==> src/rtl/decoder_control_unit.sv <==
// Pipeline sequencer for the arithmetic decoder: meters bitstream bytes into the
// decoder window and steps the three pipeline-register enables for one tile.
module decoder_control_unit #(
  parameter int INIT_BYTES    = 2,
  parameter int NUM_SYMBOLS_W = 16
) (
  input  logic                     clk,
  input  logic                     reset_ctrl_n,
  input  logic                     start,
  input  logic [NUM_SYMBOLS_W-1:0] num_symbols,
  input  logic                     byte_valid,
  output logic                     byte_ready,
  output logic                     load_window,
  input  logic [1:0]               refill_req,
  output logic                     pipeline_reg_1_2,
  output logic                     pipeline_reg_2_3,
  output logic                     pipeline_reg_final,
  output logic                     busy,
  output logic                     done
);

  localparam int INIT_W = $clog2(INIT_BYTES + 1);
  localparam logic [INIT_W-1:0] INIT_LAST = INIT_W'(INIT_BYTES - 1);

  typedef enum logic [2:0] {
    IDLE,
    INIT,
    RUN,
    REFILL,
    DONE
  } state_t;

  state_t                   state;
  logic [NUM_SYMBOLS_W-1:0] n;
  logic [NUM_SYMBOLS_W-1:0] issued;
  logic [NUM_SYMBOLS_W-1:0] retired;
  logic [INIT_W-1:0]        init_cnt;
  logic [1:0]               pending;
  logic                     v2;
  logic                     v3;

  logic                     transfer;
  logic                     last_retire;
  logic [1:0]               refill_clamped;

  assign byte_ready  = (state == INIT) || (state == REFILL);
  assign transfer    = byte_valid && byte_ready;
  assign load_window = transfer;
  assign busy        = (state == INIT) || (state == RUN) || (state == REFILL);
  assign done        = (state == DONE);

  // Enables are only live in RUN; a pending refill freezes the whole pipe.
  assign pipeline_reg_1_2   = (state == RUN) && (issued < n);
  assign pipeline_reg_2_3   = (state == RUN) && v2;
  assign pipeline_reg_final = (state == RUN) && v3;

  // retired < n whenever a symbol retires, so the increment cannot wrap.
  assign last_retire    = (retired + NUM_SYMBOLS_W'(1)) == n;
  assign refill_clamped = (refill_req == 2'd3) ? 2'd2 : refill_req;

  // NOTE: reset is sampled on the clock edge, and all state uses non-blocking
  // assignments so every register sees pre-edge values of its neighbours.
  always_ff @(posedge clk) begin
    if (!reset_ctrl_n) begin
      state    <= IDLE;
      n        <= '0;
      issued   <= '0;
      retired  <= '0;
      init_cnt <= '0;
      pending  <= '0;
      v2       <= 1'b0;
      v3       <= 1'b0;
    end else begin
      case (state)
        IDLE: begin
          if (start) begin
            n        <= num_symbols;
            issued   <= '0;
            retired  <= '0;
            init_cnt <= '0;
            pending  <= '0;
            v2       <= 1'b0;
            v3       <= 1'b0;
            state    <= (num_symbols == '0) ? DONE : INIT;
          end
        end

        INIT: begin
          if (transfer) begin
            init_cnt <= init_cnt + INIT_W'(1);
            if (init_cnt == INIT_LAST) state <= RUN;
          end
        end

        RUN: begin
          v2 <= pipeline_reg_1_2;
          v3 <= pipeline_reg_2_3;
          if (pipeline_reg_1_2)   issued  <= issued + NUM_SYMBOLS_W'(1);
          if (pipeline_reg_final) retired <= retired + NUM_SYMBOLS_W'(1);
          if (pipeline_reg_final) begin
            if (refill_clamped != 2'd0) begin
              pending <= refill_clamped;
              state   <= REFILL;
            end else if (last_retire) begin
              state <= DONE;
            end
          end
        end

        REFILL: begin
          if (transfer) begin
            pending <= pending - 2'd1;
            if (pending == 2'd1) state <= (retired == n) ? DONE : RUN;
          end
        end

        DONE:    state <= IDLE;
        default: state <= IDLE;
      endcase
    end
  end

endmodule

==> config.mk <==
export PLATFORM = sky130hd
export DESIGN_NAME = decoder_control_unit
export DESIGN_NICKNAME = d
export VERILOG_FILES = /design/src/rtl/decoder_control_unit.sv
export SDC_FILE = /design/constraint.sdc
export NUM_CORES = 1
export LEC_CHECK = 0
export CAP_MARGIN = 40
export CORE_MARGIN = 2
export CORE_UTILIZATION = 45
export CTS_CLUSTER_SIZE = 25
export DETAILED_ROUTE_END_ITERATION = 12
export PLACE_DENSITY = 0.67
export SLEW_MARGIN = 20
export SYNTH_ARGS = -nofsm -noshare
export SYNTH_HDL_FRONTEND = slang
export SYNTH_SLANG_ARGS = --single-unit
==> constraint.sdc <==
create_clock -name clk -period 2.4 [get_ports clk]
set_input_delay 0.36 -clock clk [delete_from_list [all_inputs] [get_ports clk]]
set_output_delay 0.36 -clock clk [all_outputs]
set_load 0.005 [all_outputs]
# == Yosys cells after proc, flatten, opt, wreduce, memory -nomap -nowiden ==
# Index checks and enable logic that the tools add are counted.
# word_totals
ram_bits,0
ff_bits,57
rom_bits,0
mem_count,0
output_inout_bits,7
latchBits,0
# classes
n_shift,0
bitwise,0
n_reduce_logical,20
multipliers,0
add_sub_neg,4
muxes,27
n_eq_ne,18
div,0
order_cmp,1
# op_table
op,count
$pmux W16 S2,2
$mux W16,3
$add A16 B1 Y16 const B,2
$eq A16 B16 Y1,2
$mux W3,10
$logic_not A16 Y1,1
$lt A16 B16 Y1,1
$mux W2,6
$pmux W3 S4,1
$ne A2 B2 Y1 const B,5
$reduce_and A3 Y1,3
$reduce_and A7 Y1,1
$eq A3 B2 Y1 const B,2
$ne A2 B1 Y1 const B,3
$pmux W2 S3,1
$reduce_bool A2 Y1,3
$reduce_and A5 Y1,1
$eq A2 B1 Y1 const B,2
$logic_and A1 B1 Y1,4
$pmux W1 S2,2
$pmux W2 S2,1
$reduce_and A2 Y1,2
$eq A3 B1 Y1 const B,1
$eq A3 B3 Y1 const B,1
8 further kinds,10

# == Logic depth before layout (Yosys ltp) ==
# depth
word_depth,6
ltp_mapped,9
mapped_depth_nobuf,9

# == Least setup slack after synthesis ==
# OpenSTA, ideal clock, no wires.
# synth_timing
kind,flip-flop to flip-flop
start,reg n[13]
end,reg issued[12]
path_stages_with_launch,8
required_time_ps,2328
period_less_slack_ps,2176
path_buffers,0
slack_ps,224
arrival_time_ps,2104
setup_ps,72
cell_sequence,dfxtp_1 inv_1 ha_1 a21o_1 a21o_1 a211o_1 a2111oi_0 mux2i_1
# synth_via
elab_chain_len,4
# synth_rtl
item,line,text
from (decl),34,logic [NUM_SYMBOLS_W-1:0] n;
from (signal assigned),77,n <= num_symbols;
$lt A16 B16 Y1,53,assign pipeline_reg_1_2 = (state == RUN) && (issued < n);
$logic_and A1 B1 Y1,53,
$ne A2 B2 Y1 (no source line),-,
$reduce_and A3 Y1 (no source line),-,
to (signal assigned),98,if (pipeline_reg_1_2) issued <= issued + NUM_SYMBOLS_W'(1);
to (decl),35,logic [NUM_SYMBOLS_W-1:0] issued;
# Every way passes these cells.
# A chain may end at the register's enable or synchronous reset.

# == Worst setup path after layout ==
# layout_timing
start,reg n[5]
end,out pipeline_reg_1_2
# layout_via
elab_chain_len,2
# layout_rtl
item,line,text
$lt A16 B16 Y1,53,
$logic_and A1 B1 Y1,53,
to (decl),15,"output logic pipeline_reg_1_2,"
# Every way passes these cells.

==> metrics.txt <==
status=complete, no violations; total CTS buffers=9; clock slew seen by the registers of the worst setup and hold paths=~0.06 ns; Syn Inst Count=481; Top FF cell, synth=dfxtp_1; reg-to-reg endpoint=issued[12]; RePlAce Congestion=0.874; Post-Syn Area=0.00381 mm^2; H-tree level count=3; final setup fails=0; cell breakdown of the critical path=inv_2 -> ha_4 -> a21o_1 -> a21o_1 -> a21oi_2 -> o211ai_1 -> a21oi_2 -> buf_2; reg2reg path depth=10; via/cell ratio=about 5.7; worst-margin pin slew=0.557 ns; Slew headroom=62.9%; final instance count without filler cells=646; final wirelength=9.86 mm; Worst setup SP type=flop; worst endpoint required time=2.04 ns; min cycle time layout=~2.3 ns; Post-synth EDFFs=0; drt first pass iters=5; critical path fanouts, max=3; Synth Register Bits=57; Hold Crit Depth=2; core area=between 0.008 and 0.009 mm^2; initial DRC count=238; asr flop ratio synth=0%; setup slack, reg-to-reg=0.16 ns; hold_sp=pending[1]; DP Worst Slack=-0.0787 ns; f_max=429 MHz; worst-case clock skew=0.0105 ns; Final Cycle Share=97.1%; final net count=577; hold buffer count at cts=0; total track usage=22.6%; Tightest Hold Check Type=flop to flop; WHS Endpoint=pending[1]; via count=3678; die area=0.00921 mm^2; Slew Limit Fails=0; maximum clock insertion buffer count=2; Routed WL per cell=15.3 um; Distinct cells, synth=55; total congestion overflow=0; Layout area overhead=23.0%; root buf cell=clkbuf_8; Worst VDD drop=approximately 380 uV; Critical Path AT=1.97 ns; first-pass GRT wire length=16.2 mm; register area share after synthesis=30.0%; Fillers=769; Clock Sinks=57; row cnt=33; CTS tree=done; IO Port Bufs=28; Setup TNS Final=0 ns; vias in the first global route=3317; Post-Place Cells=between 600 and 700; critical path's largest stage delay=0.33 ns; IO Count=29; Die Y=96.0 um; post-route setup slack=0.0684 ns; antenna violations before repair=0; Antenna Nets Post-Route=0; Power, Total=between 3 and 4 mW; Starting Density=46.3%; clk_lat worst skew=0.34 ns; Hold WS=0.465 ns; Ys Warns=0; syn nets=522; power per cell area=720 mW/mm^2; slowest CP cell=dfxtp_2; largest net degree at the start of global routing=24; LEAKAGE=1.84 nW; Avg Cell Area, Syn=7.91 um^2; Worst Setup End Kind=primary output; Worst Setup Path Type=flop to primary output; final hold vios=0; Die X=~96 um; share of cells above drive strength 1=between 10% and 20%; Antenna Cells=0; DP HPWL=7.52 mm; worst reg2reg startpoint=n[5]; DRC violations left=0; Max-Cap Viols=0
state kept, by name (all words and copies together) (netlist names):
| register | cells |
|---|---|
| n | 16 |
| retired | 16 |
| v3 | 1 |
| issued | 16 |
| pending | 2 |
| v2 | 1 |
| init_cnt | 2 |
| state | 3 |
layer usage:
layer	vias to the layer above	track usage [%]	wire (um)	part of all wire, %
li1	1823	-	-	-
met1	1740	30.4	4750	48
met2	102	36.5	4480	45
met3	13	5.01	493	5.0
met4	0	6.07	130	1.3
met5	-	0	0	0
worst max-delay path, delay by kind of cell (launching register included):
kind                       cells  cell delay (ns)
buffers and inverters          2             0.18
DFF                            1             0.33
adders and majority gates      1             0.20
AOI/OAI and AO/OA              5             0.92
cell families (layout without fill, tap and decap cells):
| group | Yosys count | in the layout | synth area share (%) |
|---|---|---|---|
| AO/OA/AOI/OAI | 104 | 104 | 19.7 |
| XOR/XNOR | 28 | 28 | 6.44 |
| adder cells (fa/ha/maj) | 19 | 19 | 6.25 |
| buffers and inverters | 49 | 109 | 5.16 |
| flip-flops | 57 | 57 | 30.0 |
| multiplexers | 16 | 16 | 4.24 |
| AND/OR/NAND/NOR | 208 | 208 | 28.2 |
cell type report:
class | count | area [um^2] | area share (%)
Multi-Input combinational cell | 375 | 2530 | 54.0
Timing Repair Buffer | 72 | 607 | 13.0
Clock buffer | 13 | 149 | 3.18
Sequential cell | 57 | 1150 | 24.5
Tap cell | 105 | 131 | 2.81
Clock inverter | 3 | 40.0 | 0.855
Inverter | 21 | 78.8 | 1.68
how the worst max path moves through the flow:
stage,end,cells after the start,slack [ns],from
2_1_floorplan,issued[12],7,0.22,n[13]
3_3_place_gp,pipeline_reg_1_2,8,0.02,n[9]
3_5_place_dp,issued[13],9,-0.08,n[9]
4_1_cts,pipeline_reg_1_2,8,0.05,n[9]
5_1_grt,pipeline_reg_1_2,7,-0.02,issued[5]
6_report,pipeline_reg_1_2,8,0.07,n[5]
cells in the mapped netlist (12+ instances only):
cell type,number,area (um^2)
mux2i_1,15,150
nand3_1,16,80.1
and2_1,12,75.1
a21o_1,12,90.1
nand2b_1,13,81.3
a21boi_0,20,150
xnor2_1,14,123
clkbuf_1,21,78.8
nand2_1,78,293
xor2_1,14,123
nand4_1,20,125
a21oi_1,20,100
inv_1,21,78.8
dfxtp_1,57,1140
o21ai_0,17,85.1
nor2_1,23,86.3
ha_1,19,238
per-stage QoR:
step | area [um^2] | utilization (%)
2_1_floorplan | 3810 | -
3_3_place_gp | 4420 | 53.7
3_5_place_dp | 4420 | 53.7
4_1_cts | 4620 | 56.3
5_1_grt | 4680 | 57.0
6_report | 4680 | 57.0
power breakdown:
group | internal (mW) | switching [mW] | total, mW | leakage (nW)
registers | 1.03 | 0.0692 | 1.10 | 0.465
logic | 0.575 | 0.795 | 1.37 | 1.28
clock network | 0.506 | 0.391 | 0.897 | 0.0974
cell usage in the layout, fill, tap and decap left out, types with 19 or more instances in the layout:
cell type,netlist,layout
dfxtp_1,57,51
inv_1,21,19
clkdlybuf4s50_1,0,27
nand4_1,20,20
a21boi_0,20,20
buf_4,2,42
nand2_1,78,77
nor2_1,23,23
timing repair:
| item | CTS | global route |
|---|---|---|
| setup buffers | 1 | 1 |
| gates cloned | 0 | 1 |
| endpoints found under the setup margin | 5 | 5 |
| gates resized for setup | 11 | 14 |
| pin swaps | 2 | 10 |
No activity file was read; power rests on OpenSTA's default activity.
==> RTL change: new RTL, same flow settings <==
Change the parameter `INIT_BYTES` from 2 to 4.
--- a/src/rtl/decoder_control_unit.sv
+++ b/src/rtl/decoder_control_unit.sv
@@ -1,7 +1,7 @@
 // Pipeline sequencer for the arithmetic decoder: meters bitstream bytes into the
 // decoder window and steps the three pipeline-register enables for one tile.
 module decoder_control_unit #(
-  parameter int INIT_BYTES    = 2,
+  parameter int INIT_BYTES    = 4,
   parameter int NUM_SYMBOLS_W = 16
 ) (
   input  logic                     clk,
Check against the original RTL: not equivalent (a bounded check fails within 4 cycles, from zero or initial values and one cycle with reset_ctrl_n low).
==> RTL change against the unedited design <==
Register-to-register slack worse by 0.04 ns; critical path depth stayed put; sequential cell count is 1 higher; synthesized area is 3.4% higher; routed wire length is 13% higher; global-route usage is 0.90 points higher; cell area is 8.2% higher; power is 19% higher; cell count is 6.5% higher; worst setup slack worse by 0.046 ns; first-iteration DRC count is 43% lower; critical path type unchanged; critical endpoint unchanged; highest routed layer unchanged.
==> RTL change: results (changes against the unedited design) <==
clock slew at reported path FFs 0.07 ns; GR Util All Layers 23.5% (was 22.6%); Port Buf Inserts 28 (unchanged); Skew-Pair Late Insertion Delay 0.35 ns; CTS max path bufs 2 (unchanged); XOR/XNOR Fraction of Synth Area 10.4% (was 6.44%); Max VDD drop 0.000395 V (was 0.000378 V); post-synthesis cell type count 59 (was 55); global-route wire length before repair 18.1 mm (was 16.2 mm); share of cells above drive strength 1 20.5% (was 16.1%); post-DR vias/cell 5.50 (was 5.69); Leakage 1.97 nW (was 1.84 nW); Detailed Route Iter0 Violations 136 (was 238); multiplexer area fraction after synthesis 1.02% (was 4.24%); pin count of the biggest net entering global routing 26 (was 24); DP HPWL 8.46 mm (was 7.52 mm); Worst EP arrival 2.02 ns (was 1.97 ns); placed instance area 4690 um2 (was 4420 um2); DRT Pass-1 Iters 4 (was 5); Synth Instances 499 (was 481); sequential area share after synthesis 29.5% (was 30.0%); CP max FO 2 (was 3); Post-synth EDFFs 0 (unchanged); ys async rst share 0% (unchanged); number of global-route vias before repair 3832 (was 3317); Synth Area in Compound Gates 14.6% (was 19.7%); wire per inst 16.2 um (was 15.3 um); Ant. Diodes 0 (unchanged); Setup WS pre-CTS -0.182 ns (was -0.0787 ns); clk_skew 0.0125 ns (was 0.0105 ns); RePlAce Congestion 0.956 (was 0.874); cts bufs inserted 9 (unchanged); final net count 617 (was 577); syn_nets 541 (was 522); top post-synthesis cells by count nand2_1, dfxtp_1, nor2_1 (unchanged); worst-margin pin slew 0.791 ns (was 0.557 ns); Post-Place Cells 670 (was 628); status finished clean (unchanged); largest cells by area after synthesis dfxtp_1, xnor2_1, ha_1 (was dfxtp_1, nand2_1, ha_1); Non-Filler Instances 688 (was 646); post-synthesis adder-cell area fraction 6.36% (was 6.25%)
==> RTL change: cell count changes after synthesis, sizes merged, moves of 7 or more <==
| cell | change |
|---|---|
| clkbuf | -7 |
| nor4 | +19 |
| nand3 | +7 |
| mux2i | -11 |
| a21o | -8 |
| xnor2 | +15 |
| nand2 | -13 |
| a2111o | -7 |
| nor2 | +16 |
| nand4 | -9 |
==> RTL change: final cells by class <==
type                       instances  area, um2
tap                              108        135
timing repair buffer              92        757
sequential                        58       1170
multi-input combinational        392       2680
fill                             820       3530
clock inverter                     6        114
inverter                          22       82.6
clock buffer                      10        128
==> RTL change: cells by family (layout without fill, tap and decap cells) <==
logic type | count (synthesis) | after routing
flops | 58 | 58
mux | 4 | 4
buf+inv | 49 | 130
xor+xnor | 45 | 45
compound gates | 86 | 86
simple gates | 237 | 237
fa+ha+maj | 20 | 20
==> RTL change: where the power goes <==
group	internal [mW]	switching [mW]	total [mW]
clock network	0.694	0.442	1.14
registers	1.06	0.0640	1.12
logic	0.774	0.985	1.76
total	2.53	1.49	4.02
==> RTL change: path summary, 6_finish.rpt <==
path / start / endpoint / slack, ns / depth (start not counted)
max: n[2] / pipeline_reg_1_2 / 0.02 / 8
min: v2 / v2 / 0.53 / 2
max reg2reg: n[14] / issued[9] / 0.12 / 10
min reg2reg: v2 / v2 / 0.53 / 2
==> RTL change: routing by layer <==
metal / track usage, % / up-vias / routed length (um)
met5: 0 / - / 0
met4: 8.44 / 0 / 360
met3: 5.97 / 28 / 510
met2: 39.7 / 84 / 5240
met1: 28.9 / 1766 / 5060
li1: - / 1907 / -
==> RTL change: worst max-delay path, stage by stage (launching register included) <==
cell,delay (ns)
dfxtp_2,0.33
inv_2,0.04
ha_4,0.21
a211o_1,0.26
a31oi_1,0.15
o311a_1,0.21
o21bai_2,0.10
a41oi_2,0.22
buf_2,0.14
==> RTL change: per-stage QoR <==
step / TNS (ns) / hold slack (ns)
after floorplan: 0 / 0.468
after global placement: -0.772 / 0.489
after detailed placement: -0.182 / 0.510
after CTS: 0 / 0.527
after global routing: -0.0834 / 0.556
final: 0 / 0.530
==> RTL change: repair_timing <==
item / in CTS / in global routing
setup buffers: 1 / 0
pin swaps: 4 / 6
gates cloned: 0 / 1
resized for setup: 6 / 25
setup endpoints to repair: 1 / 9
